`config.mk`:
```
export PLATFORM = sky130hd
export DESIGN_NAME = reduce_nxw_seq_flat
export DESIGN_NICKNAME = d
export VERILOG_FILES = /design/src/rtl/reduce_nxw_seq_pkg.sv /design/src/rtl/reduce_nxw_seq_if.sv /design/src/rtl/reduce_nxw_seq_lane.sv /design/src/rtl/reduce_nxw_seq.sv /design/src/flat_wrapper.sv
export SDC_FILE = /design/constraint.sdc
export NUM_CORES = 1
export LEC_CHECK = 0
export ABC_CLOCK_PERIOD_IN_PS = 4600
export CAP_MARGIN = 5
export CORE_MARGIN = 1.5
export CORE_UTILIZATION = 54
export DETAILED_ROUTE_END_ITERATION = 6
export PLACE_DENSITY = 0.78
export SYNTH_ARGS = -nofsm -noshare
export SYNTH_HDL_FRONTEND = slang
export SYNTH_SLANG_ARGS = --single-unit
```
`constraint.sdc`:
```
create_clock -name clk -period 4.6 [get_ports clk]
set_clock_uncertainty 0.1 [all_clocks]
set_input_delay 0.92 -clock clk [delete_from_list [all_inputs] [get_ports clk]]
set_output_delay 0.92 -clock clk [all_outputs]
set_load 0.05 [all_outputs]
```
`src/rtl/reduce_nxw_seq_pkg.sv`:
```
// Shared types for the sequential bitwise reduction unit: reduction opcodes and FSM states.
package reduce_nxw_seq_pkg;

  typedef enum logic [1:0] {
    OP_OR  = 2'b00,
    OP_AND = 2'b01,
    OP_XOR = 2'b10,
    OP_NOR = 2'b11
  } red_op_e;

  typedef enum logic [1:0] {
    ST_IDLE = 2'b00,
    ST_BUSY = 2'b01,
    ST_DONE = 2'b10
  } state_e;

endpackage

```
`src/rtl/reduce_nxw_seq_if.sv`:
```
// Request/response bundle of the reduction unit: start/op/operands in, busy/done/result/zero out.
interface reduce_nxw_seq_if #(
  parameter int WIDTH   = 32,
  parameter int NUM_OPS = 8
);
  logic                     start;
  logic [1:0]               op;
  logic [NUM_OPS*WIDTH-1:0] operands;
  logic                     busy;
  logic                     done;
  logic [WIDTH-1:0]         result;
  logic                     zero;

  modport master (output start, op, operands, input busy, done, result, zero);
  modport slave  (input start, op, operands, output busy, done, result, zero);
endinterface

```
`src/rtl/reduce_nxw_seq_lane.sv`:
```
// Combinational fold of one group of LANES operands into the running accumulator.
// NOR folds as OR here; the single inversion happens at writeback in the top level.
module reduce_nxw_seq_lane
  import reduce_nxw_seq_pkg::*;
#(
  parameter int WIDTH = 32,
  parameter int LANES = 2
) (
  input  logic [WIDTH-1:0]       acc,
  input  logic [LANES*WIDTH-1:0] slice,
  input  red_op_e                op,
  output logic [WIDTH-1:0]       acc_next
);

  // NOTE: combinational blocks use blocking assignments and give every output a
  // default first, so the chained fold reads naturally and no latch can be inferred.
  always_comb begin
    acc_next = acc;
    for (int i = 0; i < LANES; i++) begin
      case (op)
        OP_AND:  acc_next = acc_next & slice[i*WIDTH +: WIDTH];
        OP_XOR:  acc_next = acc_next ^ slice[i*WIDTH +: WIDTH];
        default: acc_next = acc_next | slice[i*WIDTH +: WIDTH];
      endcase
    end
  end

endmodule

```
`src/rtl/reduce_nxw_seq.sv`:
```
// Sequential NUM_OPS x WIDTH bitwise reduction (OR/AND/XOR/NOR), LANES operands per cycle,
// with a start/busy/done handshake and a registered zero flag.
module reduce_nxw_seq
  import reduce_nxw_seq_pkg::*;
#(
  parameter int WIDTH   = 32,
  parameter int NUM_OPS = 8,
  parameter int LANES   = 2
) (
  input logic             clk,
  input logic             rst_n,
  reduce_nxw_seq_if.slave bus
);

  localparam int IDXW   = $clog2(NUM_OPS) + 1;
  localparam int GW     = LANES * WIDTH;
  localparam int GROUPS = NUM_OPS / LANES;

  state_e                   state, state_nxt;
  red_op_e                  op_q;
  logic [NUM_OPS*WIDTH-1:0] opnd_q;
  logic [WIDTH-1:0]         acc_q, acc_fold, wb_val, ident, result_q;
  logic [IDXW-1:0]          idx_q;
  logic [GW-1:0]            grp;
  logic                     last_grp, accept, zero_q, busy, done;

  // A request is taken from IDLE or DONE only; start while BUSY is ignored.
  assign accept   = bus.start && (state != ST_BUSY);
  assign last_grp = (32'(idx_q) + LANES) >= NUM_OPS;
  assign ident    = (red_op_e'(bus.op) == OP_AND) ? '1 : '0;
  assign wb_val   = (op_q == OP_NOR) ? ~acc_fold : acc_fold;

  // Group mux keyed on the operand index; only legal group starts ever match.
  always_comb begin
    grp = '0;
    for (int g = 0; g < GROUPS; g++) begin
      if (idx_q == IDXW'(g * LANES)) grp = opnd_q[g*GW +: GW];
    end
  end

  reduce_nxw_seq_lane #(
    .WIDTH (WIDTH),
    .LANES (LANES)
  ) u_lane (
    .acc      (acc_q),
    .slice    (grp),
    .op       (op_q),
    .acc_next (acc_fold)
  );

  // NOTE: every clocked process uses non-blocking assignments so all registers
  // update from pre-edge values regardless of process ordering.
  always_ff @(posedge clk or negedge rst_n) begin
    if (!rst_n) state <= ST_IDLE;
    else        state <= state_nxt;
  end

  always_comb begin
    state_nxt = state;
    busy      = 1'b0;
    done      = 1'b0;
    case (state)
      ST_IDLE: if (bus.start) state_nxt = ST_BUSY;
      ST_BUSY: begin
        busy = 1'b1;
        if (last_grp) state_nxt = ST_DONE;
      end
      ST_DONE: begin
        done      = 1'b1;
        state_nxt = bus.start ? ST_BUSY : ST_IDLE;
      end
      default: state_nxt = ST_IDLE;
    endcase
  end

  // NOTE: the operand store is a plain register bank (not a RAM), so it is cleared
  // on reset like the rest of the state and nothing stale can ever be folded.
  always_ff @(posedge clk or negedge rst_n) begin
    if (!rst_n) begin
      op_q     <= OP_OR;
      opnd_q   <= '0;
      acc_q    <= '0;
      idx_q    <= '0;
      result_q <= '0;
      zero_q   <= 1'b1;
    end else if (accept) begin
      op_q   <= red_op_e'(bus.op);
      opnd_q <= bus.operands;
      acc_q  <= ident;
      idx_q  <= '0;
    end else if (state == ST_BUSY) begin
      acc_q <= acc_fold;
      // Saturate at NUM_OPS instead of wrapping back onto group 0.
      idx_q <= last_grp ? IDXW'(NUM_OPS) : idx_q + IDXW'(LANES);
      if (last_grp) begin
        result_q <= wb_val;
        zero_q   <= (wb_val == '0);
      end
    end
  end

  assign bus.busy   = busy;
  assign bus.done   = done;
  assign bus.result = result_q;
  assign bus.zero   = zero_q;

endmodule
```
`src/flat_wrapper.sv`:
```
// flat-port wrapper written by rule: the top's interface ports become plain ports
module reduce_nxw_seq_flat import reduce_nxw_seq_pkg::*;
#(
  parameter int WIDTH   = 32,
  parameter int NUM_OPS = 8,
  parameter int LANES   = 2
)
  (clk, rst_n, bus_start, bus_op, bus_operands, bus_busy, bus_done, bus_result, bus_zero);
  reduce_nxw_seq_if #(.WIDTH(WIDTH), .NUM_OPS(NUM_OPS)) bus_i ();
  input logic clk;
  input logic rst_n;
  input wire logic [$bits(bus_i.start)-1:0] bus_start;
  input wire logic [$bits(bus_i.op)-1:0] bus_op;
  input wire logic [$bits(bus_i.operands)-1:0] bus_operands;
  output wire logic [$bits(bus_i.busy)-1:0] bus_busy;
  output wire logic [$bits(bus_i.done)-1:0] bus_done;
  output wire logic [$bits(bus_i.result)-1:0] bus_result;
  output wire logic [$bits(bus_i.zero)-1:0] bus_zero;
  assign bus_i.start = bus_start;
  assign bus_i.op = bus_op;
  assign bus_i.operands = bus_operands;
  assign bus_busy = bus_i.busy;
  assign bus_done = bus_i.done;
  assign bus_result = bus_i.result;
  assign bus_zero = bus_i.zero;
  reduce_nxw_seq #(.WIDTH(WIDTH), .NUM_OPS(NUM_OPS), .LANES(LANES)) u_core (.clk(clk), .rst_n(rst_n), .bus(bus_i));
endmodule
```
==> impl_metrics.ini <==
[outcome]
status = complete, no violations

[yosys]
syn-cell-area_um2 = 18100
yosys.area.top_type = dfrtp_1
ys_seq_area_share_pct = 45.3
synth.area.top_cells = dfrtp_1, mux2_2, ha_1
synth-simple-area-share_pct = 4.71
synth_top_family_by_area = multiplexers
syn-num-nets = 1964
yosysUniqueCellTypes = 39
synth_mux_area_share_pct = 20.2
ys_ff_latch = 328
synthAdderAreaFrac_pct = 9.11
synth-main-ff-cell = dfrtp_1
synth_top_cell_area_share_pct = 45.1
async_reset_ff_share_pct = 100
synthCells = 1571
synth_xor_area_share_pct = 1.55
syn_area_per_cell_um2 = 11.5
synth_compound_area_share_pct = 13.3
synth_warnings = 0
synth_edf_count = 0

[timing]
setup_violations = 0
timing.fmax_mhz = 229
maxSlewHeadroom_pct = 37.3
worst_pin_slew_ns = 0.941
timing_hold_violations_final = 0
final.setup.tns_ns = 0
finalCriticalPeriod_ns = 4.37
maxSlewViolCount = 0
fin_crit_sh_pct = 95.0

[floorplan]
die_w_um = 186
die_h_um = 186
dieArea_um2 = 34700
fp-row-count = 66
start_util_pct = 55.3
core_area_um2 = 32800
pin_count = 296

[routing]
first_pass_iters = 5
drtAntennaViolNets = 0
drt_iter0_markers = 917
vias = 13282
wl_per_cell_um = 21.0
drc = 0
via_per_inst = 5.77
wirelength_mm = 48.3

[clock_tree]
cts_buffers = 36
hold_buffers = 0
clk_pin_slew_ns = 0.06
htree_levels = 2
insertion_delay_ns = 0.52
cts_buffer_depth = 3
cts_tree = done
clock-sinks = 328
clockRootBuffer = clkbuf_16

[layout]
area_growth_pct = 25.7
fin_util_pct = 69.5
instances_no_fill = 2300
drive_gt1_share_pct = 21.1
num-nets-final = 2222

[worst_setup_path]
crit_start = u_core.idx_q[1]
cp-end-kind = register
r2r_cells = 14
r2r-end = u_core.bus.zero
cp-start-kind = register
r2r-start = u_core.idx_q[1]
slowest_delay_ns = 0.66
critPathSlowestCell = dfrtp_4
worst-path-max-fanout = 40
critPathKind = reg2reg
worstPathCellList = buf_12, buf_4, a211oi_1, inv_1, ha_1, a221oi_1, a21oi_1, ha_1, a221oi_1, a21oi_1, or4_1, mux2i_1, and4_1, a31o_1
rrSetupSlack_ns = 0.23
worst_ep_arrival_time_ns = 4.73
worstPathRequired_ns = 4.96
endpoint = u_core.bus.zero

[job]
cap_violations = 0

[power_and_ir_drop]
p_leak_uw = 0.00975
power_density_nw_per_um2 = 885
peakVddDrop_mv = 0.728

[place]
place_hpwl_mm = 34.9
place.gp.congestion = 0.855
io_buffers = 295
placed_cells = 2233

[global_routing]
grt_overflow = 0
antenna_found_initial = 5
grt_usage_pct = 28.0
grt_pass1_wl_mm = 74.1
grt_max_degree = 159
grt_pass1_vias = 13230

[worst_hold_path]
hold_class = in2async
routing by layer:
| metal | share of wire, % | vias up | track usage (%) |
|---|---|---|---|
| li1 | - | 6163 | - |
| met1 | 45 | 6623 | 39.8 |
| met2 | 46 | 411 | 43.4 |
| met3 | 6.3 | 83 | 5.33 |
| met4 | 2.7 | 2 | 8.39 |
| met5 | 0.027 | - | 0 |
per-stage QoR:
step                      hold slack, ns  setup WS [ns]  instance area, um^2  total power (uW)
after floorplan                    0.359          0.651                18100             13700
after global placement             0.380          0.354                21600             16600
after detailed placement           0.385          0.239                21600             17100
after CTS                          0.398          0.147                22800             20100
after global routing               0.410      -0.000818                22800             21700
final                              0.353          0.232                22800             20200
cells by family after synthesis:
kind of cell             Yosys count
AO/OA/AOI/OAI                    325
XOR/XNOR                          32
adder cells (fa/ha/maj)          132
buffers and inverters            257
flip-flops                       328
multiplexers                     333
AND/OR/NAND/NOR                  164
cells in the final DEF (no fill, tap or decap), drive strengths merged, types with 2 or more instances in the layout:
master,n
nor2b,66
nand3,3
or4,5
a22oi,4
clkdlybuf4s50,293
clkinv,8
o311ai,33
xnor2,32
a221oi,60
a21oi,92
mux2i,75
ha,132
clkbuf,50
nor2,37
nand4,5
and4,3
bufinv,2
clkinvlp,2
a211oi,128
nor4,2
o21ai,4
inv,134
diode,3
mux2,258
nand2,39
dfrtp,327
buf,52
power breakdown:
part	leakage [uW]	internal (uW)	switching, uW
sequential	0.00383	4390	956
combinational	0.00536	5170	6800
clock	0.000564	1650	1210
state kept, by name (all words and copies together), names as in the netlist:
name               count
u_core.acc_q          32
u_core.bus.result     32
u_core.bus.zero        1
u_core.idx_q           3
u_core.op_q            2
u_core.opnd_q        256
u_core.state           2
cell type report:
cell class | instances | area (um^2)
Fill cell | 2409 | 9990
Inverter | 132 | 495
Timing Repair Buffer | 345 | 3480
Clock inverter | 14 | 146
Clock buffer | 50 | 1000
Tap cell | 442 | 553
Multi-Input combinational cell | 986 | 8890
Antenna cell | 3 | 7.51
Sequential cell | 328 | 8220
what timing repair did:
item                                    CTS  global route
resized for setup                         0             2
endpoints found under the setup margin    0             1
buffers inserted                          0             0
how the worst min path moves through the flow:
| stage | start | end |
|---|---|---|
| floorplan | u_core.state[0] | u_core.state[0] |
| global placement | u_core.state[0] | u_core.state[0] |
| detailed placement | u_core.opnd_q[2] | u_core.opnd_q[2] |
| CTS | u_core.opnd_q[2] | u_core.opnd_q[2] |
| global route | u_core.opnd_q[43] | u_core.opnd_q[43] |
| finish | rst_n | u_core.bus.result[25] |
critical path: cells and delay by family, from the launching register on:
| kind | cells | cell delay, ns |
|---|---|---|
| buffers and inverters | 3 | 0.53 |
| AND/OR/NAND/NOR | 2 | 0.71 |
| multiplexers | 1 | 0.21 |
| flip-flops | 1 | 0.66 |
| AO/OA/AOI/OAI | 6 | 1.41 |
| adder cells (fa/ha/maj) | 2 | 0.63 |
synthesized netlist by cell type (32+ instances only):
master	count
dfrtp_1	327
mux2_2	258
ha_1	132
inv_1	132
a211oi_1	128
a21oi_1	90
clkbuf_1	84
mux2i_1	75
nor2b_1	66
a221oi_1	50
nand2_1	39
nor2_1	37
o311ai_0	33
xnor2_1	32
No activity file was read; power rests on OpenSTA's default activity.
